**src/rtl/kamacore_pkg.sv**
```systemverilog
// Shared kamacore definitions: datapath widths and the memory-port owner tag.
package kamacore_pkg;

  localparam int CPU_WIDTH  = 32;
  localparam int ADDR_WIDTH = 16;

  // Which requester a pending memory read belongs to.
  typedef enum logic {
    OWN_IF = 1'b0,
    OWN_DM = 1'b1
  } owner_e;

endpackage

```
**src/rtl/kamacore_mem_arbiter.sv**
```systemverilog
// Arbiter for a shared single-port memory between instruction fetch and the
// data side. Data normally wins. Fetch is forced through after STARVE_LIMIT
// consecutive data grants while it waits. Reads return one cycle after the grant.
module kamacore_mem_arbiter
  import kamacore_pkg::*;
#(
  parameter int STARVE_LIMIT = 4
) (
  input  logic                  clk,
  input  logic                  rst,
  // fetch side
  input  logic                  if_req_valid,
  input  logic [ADDR_WIDTH-1:0] if_req_addr,
  output logic                  if_req_ready,
  input  logic                  if_kill,
  output logic                  if_rsp_valid,
  output logic [CPU_WIDTH-1:0]  if_rsp_data,
  // data side
  input  logic                  dm_req_valid,
  input  logic                  dm_req_we,
  input  logic [ADDR_WIDTH-1:0] dm_req_addr,
  input  logic [CPU_WIDTH-1:0]  dm_req_wdata,
  output logic                  dm_req_ready,
  output logic                  dm_rsp_valid,
  output logic [CPU_WIDTH-1:0]  dm_rsp_data,
  // shared memory port
  output logic                  mem_we,
  output logic [ADDR_WIDTH-1:0] mem_a,
  output logic [CPU_WIDTH-1:0]  mem_di,
  input  logic [CPU_WIDTH-1:0]  mem_do
);

  localparam int CNT_W = $clog2(STARVE_LIMIT + 1);
  localparam logic [CNT_W-1:0] CNT_MAX = CNT_W'(STARVE_LIMIT);

  logic [CNT_W-1:0] starve_cnt;
  logic             pend_valid;
  owner_e           pend_owner;

  logic fetch_forced;
  logic grant_if;
  logic grant_dm;

  // Pick at most one requester this cycle; a kill always blocks the fetch grant.
  always_comb begin
    // NOTE: every output of this block gets a default first, so no path can leave one unassigned and infer a latch.
    grant_if     = 1'b0;
    grant_dm     = 1'b0;
    fetch_forced = if_req_valid && !if_kill && (starve_cnt == CNT_MAX);
    if (!rst) begin
      if (fetch_forced) begin
        grant_if = 1'b1;
      end else if (dm_req_valid) begin
        grant_dm = 1'b1;
      end else if (if_req_valid && !if_kill) begin
        grant_if = 1'b1;
      end
    end
  end

  // Drive the memory command from whichever side won; idle port is all zeros.
  always_comb begin
    if_req_ready = grant_if;
    dm_req_ready = grant_dm;
    mem_we       = 1'b0;
    mem_a        = '0;
    mem_di       = '0;
    if (grant_dm) begin
      mem_we = dm_req_we;
      mem_a  = dm_req_addr;
      mem_di = dm_req_wdata;
    end else if (grant_if) begin
      mem_a  = if_req_addr;
    end
  end

  // Count data grants made while fetch waits; saturate at the limit.
  always_ff @(posedge clk) begin
    // NOTE: state registers use non-blocking assignments so every flop samples pre-edge values.
    if (rst) begin
      starve_cnt <= '0;
    end else if (!if_req_valid || grant_if) begin
      starve_cnt <= '0;
    end else if (grant_dm && (starve_cnt != CNT_MAX)) begin
      starve_cnt <= starve_cnt + 1'b1;
    end
  end

  // Tag the read issued this cycle so its data is routed next cycle; writes get no tag.
  always_ff @(posedge clk) begin
    if (rst) begin
      pend_valid <= 1'b0;
      pend_owner <= OWN_IF;
    end else begin
      pend_valid <= grant_if || (grant_dm && !dm_req_we);
      pend_owner <= grant_dm ? OWN_DM : OWN_IF;
    end
  end

  // Route registered memory data to the owner; a kill squashes only the fetch response.
  always_comb begin
    if_rsp_valid = !rst && pend_valid && (pend_owner == OWN_IF) && !if_kill;
    dm_rsp_valid = !rst && pend_valid && (pend_owner == OWN_DM);
    if_rsp_data  = if_rsp_valid ? mem_do : '0;
    dm_rsp_data  = dm_rsp_valid ? mem_do : '0;
  end

endmodule

```
**config.mk**
```make
export PLATFORM = sky130hd
export DESIGN_NAME = kamacore_mem_arbiter
export DESIGN_NICKNAME = d
export VERILOG_FILES = /design/src/rtl/kamacore_pkg.sv /design/src/rtl/kamacore_mem_arbiter.sv
export SDC_FILE = /design/constraint.sdc
export NUM_CORES = 1
export LEC_CHECK = 0
export ABC_AREA = 1
export BUFFER_PORTS_ARGS = -buffer_cell sky130_fd_sc_hd__buf_2
export CELL_PAD_IN_SITES_DETAIL_PLACEMENT = 0
export CELL_PAD_IN_SITES_GLOBAL_PLACEMENT = 2
export CORE_ASPECT_RATIO = 0.5
export CORE_MARGIN = 2
export CORE_UTILIZATION = 10
export CTS_CLUSTER_SIZE = 8
export DETAILED_ROUTE_END_ITERATION = 8
export GPL_TIMING_DRIVEN = 0
export MAX_ROUTING_LAYER = met4
export PLACE_DENSITY = 0.92
export SYNTH_ARGS = -nofsm -noshare
export SYNTH_HDL_FRONTEND = slang
export SYNTH_SLANG_ARGS = --single-unit
```
**constraint.sdc**
```tcl
create_clock -name clk -period 1.7 [get_ports clk]
set_input_delay 0.17 -clock clk [delete_from_list [all_inputs] [get_ports clk]]
set_output_delay 0.17 -clock clk [all_outputs]
set_load 0.005 [all_outputs]
```
==> flow_metrics.py, run 1 <==
metrics = {
    "routing": {
        "wl_met1_um": 2640,
        "viasPerCell": 3.34,
        "first_pass_iters": 4,
        "drt_iter0_drc": 93,
        "dr_wl_met2_um": 3500,
        "wl_per_cell_um": 9.62,
        "drc_errors": 0,
        "ant_nets": 0,
        "routed.top_layer": "met4",
        "vias": 2247,
        "route.met3.wl_um": 192,
        "routed_wirelength_um": 6480,
    },
    "die": {
        "core_area_um2": 12500,
        "core.rowCount": 29,
        "die_y_um": 83.6,
        "fp.dieArea_um2": 13700,
        "io_pins": 219,
        "die_w_um": 163,
        "start_util_pct": 10.1,
    },
    "synth": {
        "synthTopCellsByArea": "nor2_1 30%, inv_1 23%, nand2_1 10%",
        "synth_top_area_share_pct": 30.5,
        "yosysTopAreaCell": "nor2_1",
        "ys_seq_area_share_pct": 7.89,
        "synth_cells": 273,
        "syn_area_um2": 1270,
        "syn-num-nets": 377,
        "ys_warn_count": 0,
        "synth_seq_cells": 5,
        "syn_avg_cell_area_um2": 4.65,
        "synthDistinctLibCells": 17,
    },
    "placed_design": {
        "io_buffers": 218,
        "dpl.hpwl_um": 5530,
        "place_congestion": 0.737,
    },
    "timing": {
        "setup_violations": 0,
        "relSlewSlack_pct": 85.5,
        "tightest_slew_ns": 0.218,
        "max_freq_mhz": 627,
        "finalCritPeriodShare_pct": 93.9,
        "rsz0062_at_grt": "no",
        "hold_viol": 0,
        "period_minus_slack_ns": 1.60,
        "fin_tns_setup_ns": 0,
        "slew_viol_final": 0,
        "skew_ns": 0.00414,
    },
    "clock_tree": {
        "h-tree-depth": 1,
        "path_clk_slew_ns": 0.03,
        "cts_root_buf": "clkbuf_16",
        "cts_buffer_depth": 2,
        "cts_made_buffers": 3,
        "tritoncts": "done",
        "clk_latency_ns": 0.23,
        "clock_sinks": 5,
    },
    "cells_and_area": {
        "drive_above_1_share_pct": 52.3,
        "area_growth_pct": 117,
        "layout_commonest_cell": "buf_2",
        "fin_util_pct": 22.0,
        "num-nets-final": 608,
        "diodes": 0,
        "layout_common_cells": "225 x buf_2, 103 x nor2_1, 77 x inv_1",
    },
    "power_and_ir_drop": {
        "peakVddDrop_mv": 0.221,
        "power.density_nw_per_um2": 317,
        "p_leak_nw": 2.05,
    },
    "critical_path": {
        "reg2regPathDepth": 8,
        "cp_slowest_stage_delay_ns": 0.34,
        "crit_family": "buffers and inverters",
        "r2r_end": "starve_cnt[2]",
        "critical_path_arrival_ns": 1.43,
        "crit_buf_inv": 4,
        "slowest_stage": "dfxtp_2",
        "cp.required_ns": 1.53,
        "crit_top_cell": "nand2_2",
        "start_kind": "register",
        "path_class": "reg -> out",
        "crit-reg2reg-launch": "starve_cnt[0]",
        "reg2reg_slack_ns": 0.53,
        "crit_path_max_fanout": 10,
        "path_cells": "inv_2 > ha_4 > nand2_2 > nand2_1 > nand2_2 > inv_4 > buf_12 > nand2_2 > nand2_1 > buf_2",
        "critPathCaptureType": "output pin",
    },
    "run_status": {
        "outcome": "finished clean",
    },
    "min_path": {
        "min_path_type": "in -> reg",
        "hold_path_startpoint": "dm_req_we",
        "hold_end": "pend_valid",
        "hold_depth": 2,
    },
    "flow_run": {
        "maxCapViolations": 0,
    },
    "global_routing": {
        "grt_usage_pct": 9.18,
        "antenna_found_initial": 0,
        "grt_pass1_wl_um": 10000,
        "overflow": 0,
        "grt_max_degree": 11,
        "grt_pass1_vias": 2095,
    },
}
through the flow:
stage,hold WS [ns],cell area (um2),power [mW],cells,setup slack [ns]
6_report,0.155,2750,0.872,673,0.104
4_1_cts,0.160,2720,0.877,671,0.00223
3_5_place_dp,0.399,2570,0.476,661,0.114
3_3_place_gp,0.395,2570,0.473,661,0.120
5_1_grt,0.180,2750,0.931,673,0.0154
2_1_floorplan,0.283,1270,0.268,273,0.376
report_power, final:
part	internal, mW	leakage [nW]	switching, mW	total [mW]
clock network	0.311	0.0382	0.0799	0.391
registers	0.122	0.0418	0.00169	0.124
logic	0.184	1.97	0.173	0.358
registers in the layout (all words and copies together) (netlist names):
| register | count |
|---|---|
| starve_cnt | 3 |
| pend_owner | 1 |
| pend_valid | 1 |
how the worst max path moves through the flow:
| stage | from | to | slack (ns) | cells past startpoint |
|---|---|---|---|---|
| after floorplan | starve_cnt[0] | mem_a[10] | 0.38 | 9 |
| after global routing | starve_cnt[0] | mem_a[5] | 0.02 | 10 |
| after global placement | starve_cnt[0] | mem_di[18] | 0.12 | 7 |
| after detailed placement | starve_cnt[0] | mem_di[24] | 0.11 | 7 |
| after CTS | starve_cnt[0] | mem_a[6] | 0.002 | 10 |
| final | starve_cnt[0] | mem_a[6] | 0.10 | 10 |
per-layer routing:
layer | vias to the layer above | global-route usage (%)
li1 | 1216 | -
met1 | 961 | 10.4
met2 | 57 | 17.1
met3 | 13 | 0.397
met4 | 0 | 3.62
met5 | - | -
cells by family (layout without fill, tap and decap cells):
| logic type | Yosys count | after routing | share of synthesized area, % |
|---|---|---|---|
| DFF | 5 | 5 | 7.89 |
| AOI/OAI and AO/OA | 1 | 1 | 0.394 |
| and+or+nand+nor | 172 | 173 | 57.6 |
| adders and majority gates | 2 | 2 | 1.97 |
| buffers and inverters | 93 | 322 | 32.1 |
area by class of cell:
| cell class | count | area [um2] |
|---|---|---|
| Sequential cell | 5 | 103 |
| Multi-Input combinational cell | 176 | 788 |
| Inverter | 80 | 303 |
| Clock buffer | 4 | 78.8 |
| Tap cell | 170 | 213 |
| Buffer | 13 | 108 |
| Timing Repair Buffer | 225 | 1160 |
| Fill cell | 1492 | 9770 |
cell usage after synthesis, drive strengths merged:
cell and n:
nor2 104, buf 13, nor3 1, nand3 18, o21ai 1, dfxtp 5
inv 80, nand2 46, ha 2, nand4 3
repair_timing:
| action | 4_1_cts | 5_1_grt |
|---|---|---|
| cloned | 1 | 0 |
| resized for setup | 3 | 5 |
| buffers inserted | 5 | 2 |
| setup endpoints to repair | 40 | 47 |
| pin swaps | 3 | 2 |
| hold buffers | 0 | 0 |
(Power assumes the default switching activity.)
==> inputs of run 2 (changes only) <==
ABC_AREA = unset   (was 1)
PLACE_DENSITY = 0.89   (was 0.92)
==> run 2 against run 1 <==
Net effect: the flow now finishes with violations (setup timing); cell count is 20% lower; design area rose by 3.4%; clock power decreased by 2%; global-route usage up 0.45 points; worst hold slack better by 0.046 ns; non-clock buffer count up 5; flip-flop and latch count unchanged; largest power group is now combinational cells.
==> flow_metrics.py, run 2 <==
metrics = {
    "critical_path": {
        "critical_path_arrival_ns": 1.67,
        "slowest_stage": "dfxtp_2",
        "critPathCaptureType": "output pin",
        "cp_slowest_stage_delay_ns": 0.32,
        "cp.required_ns": 1.53,
        "path_class": "reg -> out",
        "path_cells": "inv_2 > ha_4 > and2_4 > a31oi_4 > buf_12 > buf_6 > a22o_2 > buf_2",
        "crit_path_max_fanout": 10,
        "start_kind": "register",
    },
    "clock_tree": {
        "cts_made_buffers": 3,
        "h-tree-depth": 1,
        "cts_root_buf": "clkbuf_16",
        "clk_latency_ns": 0.23,
        "cts_buffer_depth": 2,
        "cts_hold_buf": 0,
        "clock_sinks": 5,
        "tritoncts": "done",
        "path_clk_slew_ns": 0.03,
    },
    "routing": {
        "ant_nets": 0,
        "drc_errors": 0,
        "routed_wirelength_um": 6590,
        "dr_wl_met2_um": 3520,
        "wl_per_cell_um": 12.3,
        "route.met3.wl_um": 180,
        "first_pass_iters": 6,
        "vias": 1891,
        "viasPerCell": 3.51,
        "drt_iter0_drc": 91,
        "wl_met1_um": 2860,
        "routed.top_layer": "met4",
    },
    "cells_and_area": {
        "area_growth_pct": 149,
        "drive_above_1_share_pct": 70.5,
        "largest-register": "starve_cnt",
        "largest_register_ffs": 3,
        "diodes": 0,
        "layout_commonest_cell": "buf_2",
        "final_area_um2": 2840,
        "fin_util_pct": 25.7,
        "layout_common_cells": "206 x buf_2, 86 x and2_1, 18 x buf_6",
        "num-nets-final": 498,
        "reg_top3": "starve_cnt: 3 flops, pend_owner: 1 flops, pend_valid: 1 flops",
    },
    "synth": {
        "yosysTopAreaCell": "and2_1",
        "synth_ff_type": "dfxtp_1",
        "synthDistinctLibCells": 27,
        "async_flop_share_pct": 0,
        "syn_area_um2": 1140,
        "synth_most_common_cell": "and2_1",
        "synthTopCellsByArea": "and2_1 54%, dfxtp_1 8.8%, a22o_2 7.0%",
        "syn-num-nets": 262,
        "synth_top_area_share_pct": 53.7,
        "yosys-top-cells-count": "98 x and2_1, 8 x a22o_1, 8 x a22o_2",
        "ys_seq_area_share_pct": 8.77,
        "ys_warn_count": 0,
        "synth_seq_cells": 5,
        "synth_cells": 158,
        "synth-edff-count": 0,
        "syn_avg_cell_area_um2": 7.22,
    },
    "timing": {
        "tightest_slew_ns": 0.386,
        "hold-worst-slack_ns": 0.201,
        "finalCritPeriodShare_pct": 108,
        "period_minus_slack_ns": 1.84,
        "setup_violations": 49,
        "max_freq_mhz": 544,
        "fin_ws_ns": -0.137,
        "hold_viol": 0,
        "relSlewSlack_pct": 74.0,
        "slew_viol_final": 0,
        "rsz0062_at_grt": "yes",
        "skew_ns": 0.00140,
    },
    "die": {
        "core.rowCount": 27,
        "io_pins": 219,
        "start_util_pct": 10.3,
        "core_area_um2": 11000,
        "die_y_um": 79.5,
        "die_w_um": 155,
        "fp.dieArea_um2": 12300,
    },
    "power_and_ir_drop": {
        "p_total_mw": 0.899,
        "peakVddDrop_mv": 0.238,
        "p_leak_nw": 1.74,
        "power.density_nw_per_um2": 316,
    },
    "min_path": {
        "min_path_type": "in -> reg",
    },
    "placed_design": {
        "place_congestion": 0.782,
        "dpl.hpwl_um": 5420,
        "io_buffers": 218,
        "placed_area_um2": 2410,
        "dp_slack_ns": -0.185,
    },
    "flow_run": {
        "maxCapViolations": 0,
    },
    "run_status": {
        "violations": "setup timing",
        "outcome": "finished, violations left",
    },
    "global_routing": {
        "overflow": 0,
        "antenna_found_initial": 0,
        "grt_pass1_vias": 1677,
        "grt_max_degree": 11,
        "grt_pass1_wl_um": 9210,
        "grt_usage_pct": 9.63,
    },
}
run 2: final cells by class:
type | count | area [um2]
plain buffers | 12 | 125
flip-flops and latches | 5 | 103
repair buffers | 231 | 1320
clock buffers | 4 | 78.8
well taps | 145 | 181
inverters | 4 | 15.0
fillers | 1212 | 8210
multi-input cells | 137 | 1020
run 2: worst max-delay path: cells and delay by family, from the launching register on:
kind                     cells  cell delay (ns)
buffers and inverters        4             0.49
AND/OR/NAND/NOR              1             0.15
AO/OA/AOI/OAI                2             0.34
adder cells (fa/ha/maj)      1             0.14
flip-flops                   1             0.32
run 2: logic make-up (layout without fill, tap and decap cells):
family,after synthesis,after routing,synth area share [%]
compound gates,26,26,19.6
flops,5,5,8.77
buf+inv,16,251,6.80
fa+ha+maj,2,2,2.19
simple gates,109,109,62.6
run 2: final timing paths:
kind | cells after the start | slack, ns | from | endpoint
max | 8 | -0.14 | starve_cnt[1] | mem_a[12]
min | 2 | 0.20 | if_req_valid | pend_owner
max reg2reg | 7 | 0.34 | starve_cnt[1] | pend_valid
min reg2reg | 3 | 0.55 | starve_cnt[0] | starve_cnt[0]
run 2: metrics by stage:
step,setup TNS [ns],instances
4_1_cts,-4.68,536
6_report,-4.81,538
5_1_grt,-8.15,538
3_3_place_gp,-6.49,521
2_1_floorplan,0,158
3_5_place_dp,-6.80,521
run 2: routing by layer:
layer	track usage [%]	vias to the layer above
li1	-	986
met1	12.5	874
met2	16.6	29
met3	1.03	2
met4	1.67	0
met5	-	-
run 2: report_power, final:
group | internal [mW] | switching [mW]
Combinational | 0.242 | 0.148
Clock | 0.311 | 0.0744
Sequential | 0.122 | 0.00227
run 2: what timing repair did:
item                       4_1_cts  5_1_grt
setup endpoints to repair       76       72
pin swaps                       17        2
cloned                           2        1
resized for setup               38       21
setup buffers                    9        1
